==> config.mk <==
export PLATFORM = sky130hd
export DESIGN_NAME = fetch_unit_flat
export DESIGN_NICKNAME = d
export VERILOG_FILES = /design/src/rtl/fetch_unit_if.sv /design/src/rtl/fetch_unit.sv /design/src/flat_wrapper.sv
export SDC_FILE = /design/constraint.sdc
export NUM_CORES = 1
export LEC_CHECK = 0
export ABC_AREA = 1
export CAP_MARGIN = 20
export CELL_PAD_IN_SITES_DETAIL_PLACEMENT = 0
export CELL_PAD_IN_SITES_GLOBAL_PLACEMENT = 1
export CORE_MARGIN = 3
export CORE_UTILIZATION = 35
export DETAILED_ROUTE_END_ITERATION = 10
export PLACE_DENSITY = 0.89
export SYNTH_ARGS = -nofsm -noshare
export SYNTH_HDL_FRONTEND = slang
export SYNTH_SLANG_ARGS = --single-unit
==> constraint.sdc <==
create_clock -name clk -period 5.05 [get_ports clk]
set_input_delay 0.7575 -clock clk [delete_from_list [all_inputs] [get_ports clk]]
set_output_delay 0.7575 -clock clk [all_outputs]
set_load 0.01 [all_outputs]
==> src/rtl/fetch_unit_if.sv <==
// rtl/fetch_unit_if.sv - instruction memory request/response bundle for fetch_unit
interface fetch_unit_if;
    logic        imem_req;
    logic [31:0] imem_addr;
    logic        imem_rvalid;
    logic [31:0] imem_rdata;

    // fetch side drives requests and receives read data
    modport master (
        output imem_req,
        output imem_addr,
        input  imem_rvalid,
        input  imem_rdata
    );

    // memory side accepts requests and returns read data
    modport slave (
        input  imem_req,
        input  imem_addr,
        output imem_rvalid,
        output imem_rdata
    );
endinterface

==> src/rtl/fetch_unit.sv <==
// rtl/fetch_unit.sv - PC owner, single-outstanding instruction fetch and IF/ID register
module fetch_unit #(
    parameter logic [31:0] RESET_PC  = 32'h0000_0000,
    parameter logic [31:0] NOP_INSTR = 32'h0000_0000
) (
    input  logic         clk,
    input  logic         rst,
    input  logic         stall,
    input  logic         take_branch,
    input  logic [31:0]  PC_branch,
    fetch_unit_if.master imem,
    output logic [31:0]  if_instr,
    output logic [31:0]  if_PC_4,
    output logic         if_valid
);

    // WAIT: request outstanding; HOLD: response parked in buffer during a stall;
    // DROP: request outstanding but its response must be discarded after a redirect
    typedef enum logic [1:0] {
        FETCH = 2'd0,
        WAIT  = 2'd1,
        HOLD  = 2'd2,
        DROP  = 2'd3
    } state_t;

    state_t      state_q, state_d;
    logic [31:0] pc_q, pc_d;
    logic [31:0] buf_q, buf_d;
    logic [31:0] if_instr_q, if_instr_d;
    logic [31:0] if_pc_4_q, if_pc_4_d;
    logic        if_valid_q, if_valid_d;

    logic [31:0] pc_plus4;
    logic [31:0] redirect_pc;
    logic        load_en;
    logic [31:0] load_data;

    assign pc_plus4    = pc_q + 32'd4;
    assign redirect_pc = PC_branch & ~32'h3;

    // a redirect in FETCH suppresses the request so the old pc is never fetched
    assign imem.imem_req  = (state_q == FETCH) & ~take_branch & ~rst;
    assign imem.imem_addr = pc_q & ~32'h3;

    assign if_instr = if_instr_q;
    assign if_PC_4  = if_pc_4_q;
    assign if_valid = if_valid_q;

    // state register, PC, response buffer and IF/ID pipeline register
    always_ff @(posedge clk or posedge rst) begin
        if (rst) begin
            state_q    <= FETCH;
            pc_q       <= RESET_PC;
            buf_q      <= 32'h0;
            if_instr_q <= NOP_INSTR;
            if_pc_4_q  <= 32'h0;
            if_valid_q <= 1'b0;
        end else begin
            state_q    <= state_d;
            pc_q       <= pc_d;
            buf_q      <= buf_d;
            if_instr_q <= if_instr_d;
            if_pc_4_q  <= if_pc_4_d;
            if_valid_q <= if_valid_d;
        end
    end

    // next-state, PC update and IF/ID load/bubble/hold selection
    always_comb begin
        state_d    = state_q;
        pc_d       = pc_q;
        buf_d      = buf_q;
        if_instr_d = if_instr_q;
        if_pc_4_d  = if_pc_4_q;
        if_valid_d = if_valid_q;
        load_en    = 1'b0;
        load_data  = NOP_INSTR;

        if (take_branch) begin
            // redirect wins over stall: flush IF/ID, keep if_PC_4, retarget pc
            pc_d       = redirect_pc;
            if_valid_d = 1'b0;
            if_instr_d = NOP_INSTR;
            case (state_q)
                WAIT:    state_d = imem.imem_rvalid ? FETCH : DROP;
                DROP:    state_d = imem.imem_rvalid ? FETCH : DROP;
                default: state_d = FETCH;
            endcase
        end else begin
            case (state_q)
                FETCH: begin
                    // a response here would be a protocol error and is ignored
                    state_d = WAIT;
                end
                WAIT: begin
                    if (imem.imem_rvalid) begin
                        if (!stall) begin
                            load_en   = 1'b1;
                            load_data = imem.imem_rdata;
                            state_d   = FETCH;
                        end else begin
                            buf_d   = imem.imem_rdata;
                            state_d = HOLD;
                        end
                    end
                end
                HOLD: begin
                    if (!stall) begin
                        load_en   = 1'b1;
                        load_data = buf_q;
                        state_d   = FETCH;
                    end
                end
                DROP: begin
                    if (imem.imem_rvalid) begin
                        state_d = FETCH;
                    end
                end
                default: state_d = FETCH;
            endcase

            if (load_en) begin
                if_instr_d = load_data;
                if_pc_4_d  = pc_plus4;
                if_valid_d = 1'b1;
                pc_d       = pc_plus4;
            end else if (!stall) begin
                if_valid_d = 1'b0;
                if_instr_d = NOP_INSTR;
            end
        end
    end

endmodule
==> src/flat_wrapper.sv <==
// flat-port wrapper written by rule: the top's interface ports become plain ports
module fetch_unit_flat 
#(
    parameter logic [31:0] RESET_PC  = 32'h0000_0000,
    parameter logic [31:0] NOP_INSTR = 32'h0000_0000
)
  (clk, rst, stall, take_branch, PC_branch, if_instr, if_PC_4, if_valid, imem_imem_req, imem_imem_addr, imem_imem_rvalid, imem_imem_rdata);
  fetch_unit_if imem_i ();
  input  logic clk;
  input  logic rst;
  input  logic stall;
  input  logic take_branch;
  input  logic [31:0] PC_branch;
  output logic [31:0] if_instr;
  output logic [31:0] if_PC_4;
  output logic if_valid;
  output wire logic [$bits(imem_i.imem_req)-1:0] imem_imem_req;
  output wire logic [$bits(imem_i.imem_addr)-1:0] imem_imem_addr;
  input wire logic [$bits(imem_i.imem_rvalid)-1:0] imem_imem_rvalid;
  input wire logic [$bits(imem_i.imem_rdata)-1:0] imem_imem_rdata;
  assign imem_imem_req = imem_i.imem_req;
  assign imem_imem_addr = imem_i.imem_addr;
  assign imem_i.imem_rvalid = imem_imem_rvalid;
  assign imem_i.imem_rdata = imem_imem_rdata;
  fetch_unit #(.RESET_PC(RESET_PC), .NOP_INSTR(NOP_INSTR)) u_core (.clk(clk), .rst(rst), .stall(stall), .take_branch(take_branch), .PC_branch(PC_branch), .imem(imem_i), .if_instr(if_instr), .if_PC_4(if_PC_4), .if_valid(if_valid));
endmodule
# After elaboration in Yosys (flattened, before gate mapping)
# Index checks and enable logic that the tools add are counted.
[classes]
div_mod_pow = 0
reduce_logical = 6
mul = 0
addsub = 1
n_mux = 24
shifts = 0
n_bitwise = 4
n_lt_le_gt_ge = 0
eq_ne = 7
[ops]
columns = ["op", "n"]
rows = [
  ["2-to-1 mux 32 bit", 8],
  ["case mux 32 bit (2 select lines)", 1],
  ["adder 32 x 3 -> 32 bit (second input constant)", 1],
  ["2-to-1 mux 2 bit", 7],
  ["!= test 3 bit (second input constant)", 3],
  ["case mux 2 bit (4 select lines)", 1],
  ["2-to-1 mux 1 bit", 6],
  ["== test 2 bit (second input constant)", 2],
  ["AND reduction 4 bit", 1],
  ["!= test 3 x 1 -> 1 bit (second input constant)", 1],
  ["AND reduction 3 bit", 1],
  ["bitwise AND 1 bit", 2],
  ["== test 2 x 1 -> 1 bit (second input constant)", 1],
  ["zero test 2 bit", 1],
  ["inverter 1 bit", 2],
  ["case mux 1 bit (2 select lines)", 1],
  ["AND reduction 2 bit", 1],
  ["nonzero test 2 bit", 1],
  ["OR reduction 2 bit", 1],
]
[totals]
register_bits = 131
inputBits = 69
latch_bits = 0
wordCells = 48
ramBits = 0
romBits = 0
mem_count = 0

# Depth between registers and ports, before layout
[logic_depth]
ltp_word = 6
mapped_depth = 12
ltp_nobuf = 11

# Worst setup path before layout
# OpenSTA, ideal clock, no wires.
[synth_path]
path_type = "in2out"
startpoint = "input port take_branch"
endpoint = "output port imem_imem_req"
path_slack_ps = 2857
t_arrival_ps = 1436
stages = 3
n_path_buf = 2
t_required_ps = 4293
path_cell_list = "buf_2 clkbuf_1 nor3_1"
[synth_between]
elab_chain_cells = 3
[synth_lines]
columns = ["element", "line_no", "source"]
rows = [
  ["from (decl)", "flat_wrapper.sv:12", "input logic take_branch;"],
  ["inverter 1 bit", "fetch_unit.sv:42", "assign imem.imem_req = (state_q == FETCH) & ~take_branch & ~rst;"],
  ["bitwise AND 1 bit (2 in a row)", "fetch_unit.sv:42", ""],
  ["to (decl)", "flat_wrapper.sv:17", "output wire logic [$bits(imem_i.imem_req)-1:0] imem_imem_req;"],
]
# No other way between the ends.

# Worst setup path after layout
# Ends and elaborated chain as after synthesis.

==> impl_metrics.toml <==
[setup_path]
start_kind = "primary input"
r2r_setup_slack_ps = 2330
critPathMaxFanout = 33
cp-end-kind = "output port"
cp-startpoint = "take_branch"
crit_type = "in -> out"
arrival_ps = 2360
r2r_end = "u_core.if_instr[17]"
crit_required_ps = 4290
r2r-start = "u_core.state_q[1]"
worstRegToRegCells = 11
endpoint = "imem_imem_req"

[detailed_routing]
drtIter0Drc = 335
vias_per_cell = 4.86
firstDrtPassIters = 6
drc = 0
wl_mm = 19.2
post_drt_wl_per_cell_um = 15.5
ant_nets = 0
vias = 6030

[floorplanning]
coreArea_mm2 = 0.0176
die_w_um = 141
io_pins = 167
start_util = 0.364
die-height_um = 141
rows = 48
die_area_mm2 = 0.0199

[sta]
min_period_ps = 3120
rsz0062_at_grt = "false"
setup_tns_ps = 0
setup_viol = 0
max_slew_margin = 0.412
worst_slack_ps = 1930
hold_viol = 0
post-route-period-util = 0.617
tightestPinTransition_ps = 880
slew_violations = 0
clock.fmax_mhz = 321
finClkSkew_ps = 7.68

[clock_tree]
cts_hold_buf = 0
cts_root_buf = "clkbuf_16"
clk_pin_slew_worst_paths_ps = 50
cts_buffer_depth = 2
postCtsResizedCells = 0
cts-htree-levels = 4
post_cts_buffers = 0
cts_buffers = 17
cts_tree = "yes"
cts_num_sinks = 127
clkLatencyLatePin_ps = 410

[placed_design]
dp_slack_ps = 1620
gp_congestion = 0.839
portBuffers = 160
hpwlAfterDp_mm = 12.9

[global_route]
overflow = 0
antenna_found_initial = 0
grtUsageTotal = 0.197
grt_start_max_net_pins = 67
grt_pass1_wl_mm = 31.2
grt_pass1_vias = 5980

[synth]
synth.area.top_cells = "dfrtp_1, nand2_1, nand3_1"
async_reset_ff_frac = 1.00
ys_seq_area_frac = 0.497
ys_types = 32
avgSynthCellArea_um2 = 7.49
ys_ff_latch = 127
syn_area_mm2 = 0.00640
synth_most_common_cell = "nand2_1"
ys_warn_count = 0
synth_edf_count = 0
ys.flop_type = "dfrtp_1"
synthTopCellsByCount = "nand2_1, dfrtp_1, nand3_1"
synthCells = 854
synth_top_area_share = 0.497
yosysTopAreaCell = "dfrtp_1"

[power_and_ir_drop]
vdd_ir_drop_max_v = 0.000260
p_per_area_mw_per_mm2 = 435
power.leakage_nw = 4.25

[cells_and_area]
fillerInstances = 1722
area_growth_pct = 36.8
multi_input_area_mm2 = 0.00267
insertedDiodeCount = 0
final-seq-area_mm2 = 0.00318
drive_gt1_frac = 0.0562
finalNetCount = 1079

[min_path]
hold-path-cell-count = 2
hold_class = "reg -> reg"

[outcome]
status = "finished, final reports clean"

[job]
maxCapViolations = 0
-- worst min path at each step --
| stage | start | endpoint | slack, ps |
|---|---|---|---|
| global placement | u_core.if_PC_4[15] | u_core.if_PC_4[15] | 460 |
| floorplan | u_core.buf_q[22] | u_core.buf_q[22] | 490 |
| CTS | u_core.if_PC_4[20] | u_core.if_PC_4[20] | 480 |
| finish | u_core.if_PC_4[2] | u_core.if_PC_4[2] | 480 |
| global route | u_core.if_PC_4[29] | u_core.if_PC_4[29] | 500 |
| detailed placement | u_core.if_PC_4[20] | u_core.if_PC_4[20] | 470 |
-- metrics by stage --
| stage | std cells | utilization | instance area (um^2) | hold WS (ps) | total power, W |
|---|---|---|---|---|---|
| after global placement | 1209 | 0.463 | 8150 | 462 | 0.00260 |
| after floorplan | 857 | - | 6410 | 488 | 0.00207 |
| after CTS | 1239 | 0.496 | 8720 | 481 | 0.00384 |
| after global routing | 1240 | 0.497 | 8750 | 503 | 0.00406 |
| after detailed placement | 1209 | 0.463 | 8150 | 467 | 0.00262 |
| final | 1240 | 0.497 | 8750 | 479 | 0.00380 |
-- metal layers --
| metal | GRT usage | wire length [um] | vias up |
|---|---|---|---|
| li1 | - | - | 2961 |
| met1 | 0.254 | 8260 | 2845 |
| met2 | 0.330 | 9260 | 202 |
| met3 | 0.0465 | 1380 | 22 |
| met4 | 0.0571 | 282 | 0 |
| met5 | 0 | 0 | - |
-- area by class of cell --
type | instances | area share
sequential | 127 | 0.363
multi-input combinational | 597 | 0.305
timing repair buffer | 171 | 0.195
clock buffer | 24 | 0.0562
inverter | 90 | 0.0395
tap | 225 | 0.0322
clock inverter | 6 | 0.00944
-- critical path, cell delays in order --
cell and delay, ps:
clkdlybuf4s50_1 480, buf_4 300, nor3_1 220, clkdlybuf4s50_1 580
-- cells by family after synthesis --
family | synth area share
DFF | 0.497
buffers and inverters | 0.0888
adders and majority gates | 0.0117
xor gates and xnor gates | 0.00958
AOI/OAI and AO/OA | 0.0769
other | 0.000586
and+or+nand+nor | 0.316
-- flip-flops by register name, summed over array words and instances, names as in the netlist --
| name | flops |
|---|---|
| u_core.buf_q | 32 |
| u_core.if_instr | 32 |
| u_core.if_PC_4 | 30 |
| u_core.pc_q | 30 |
| u_core.state_q | 2 |
| u_core.if_valid | 1 |
-- power by group --
group	leakage, nW	internal [W]	switching (W)
clock network	0.282	0.000771	0.000431
registers	1.63	0.00131	0.000168
logic	2.34	0.000523	0.000604
-- cell usage in the layout (no fill, tap or decap) --
cell type | netlist | layout
nand3b_1 | 1 | 1
nor2_4 | 1 | 2
clkbuf_1 | 16 | 3
nor2_2 | 6 | 5
or2_2 | 1 | 1
inv_1 | 86 | 85
nand2_1 | 328 | 328
bufinv_16 | 0 | 2
o21bai_1 | 2 | 2
xnor2_1 | 4 | 4
nand2_4 | 1 | 1
nand3_2 | 1 | 1
o21ai_0 | 84 | 84
a21oi_1 | 4 | 4
inv_4 | 0 | 1
nand4_4 | 1 | 1
ha_1 | 6 | 6
clkbuf_16 | 0 | 17
nand4_1 | 2 | 2
nor3_1 | 1 | 1
clkinvlp_4 | 0 | 1
nand2_2 | 3 | 3
nor2_1 | 39 | 39
clkinv_2 | 0 | 3
clkbuf_8 | 0 | 4
conb_1 | 1 | 4
buf_16 | 0 | 1
nand3_1 | 100 | 100
inv_6 | 1 | 1
clkdlybuf4s50_1 | 0 | 160
inv_2 | 3 | 3
dfrtp_1 | 127 | 127
xor2_1 | 3 | 3
buf_4 | 8 | 10
o22ai_1 | 1 | 1
o211ai_1 | 4 | 4
Note: power is estimated with default switching activity, not from simulation.
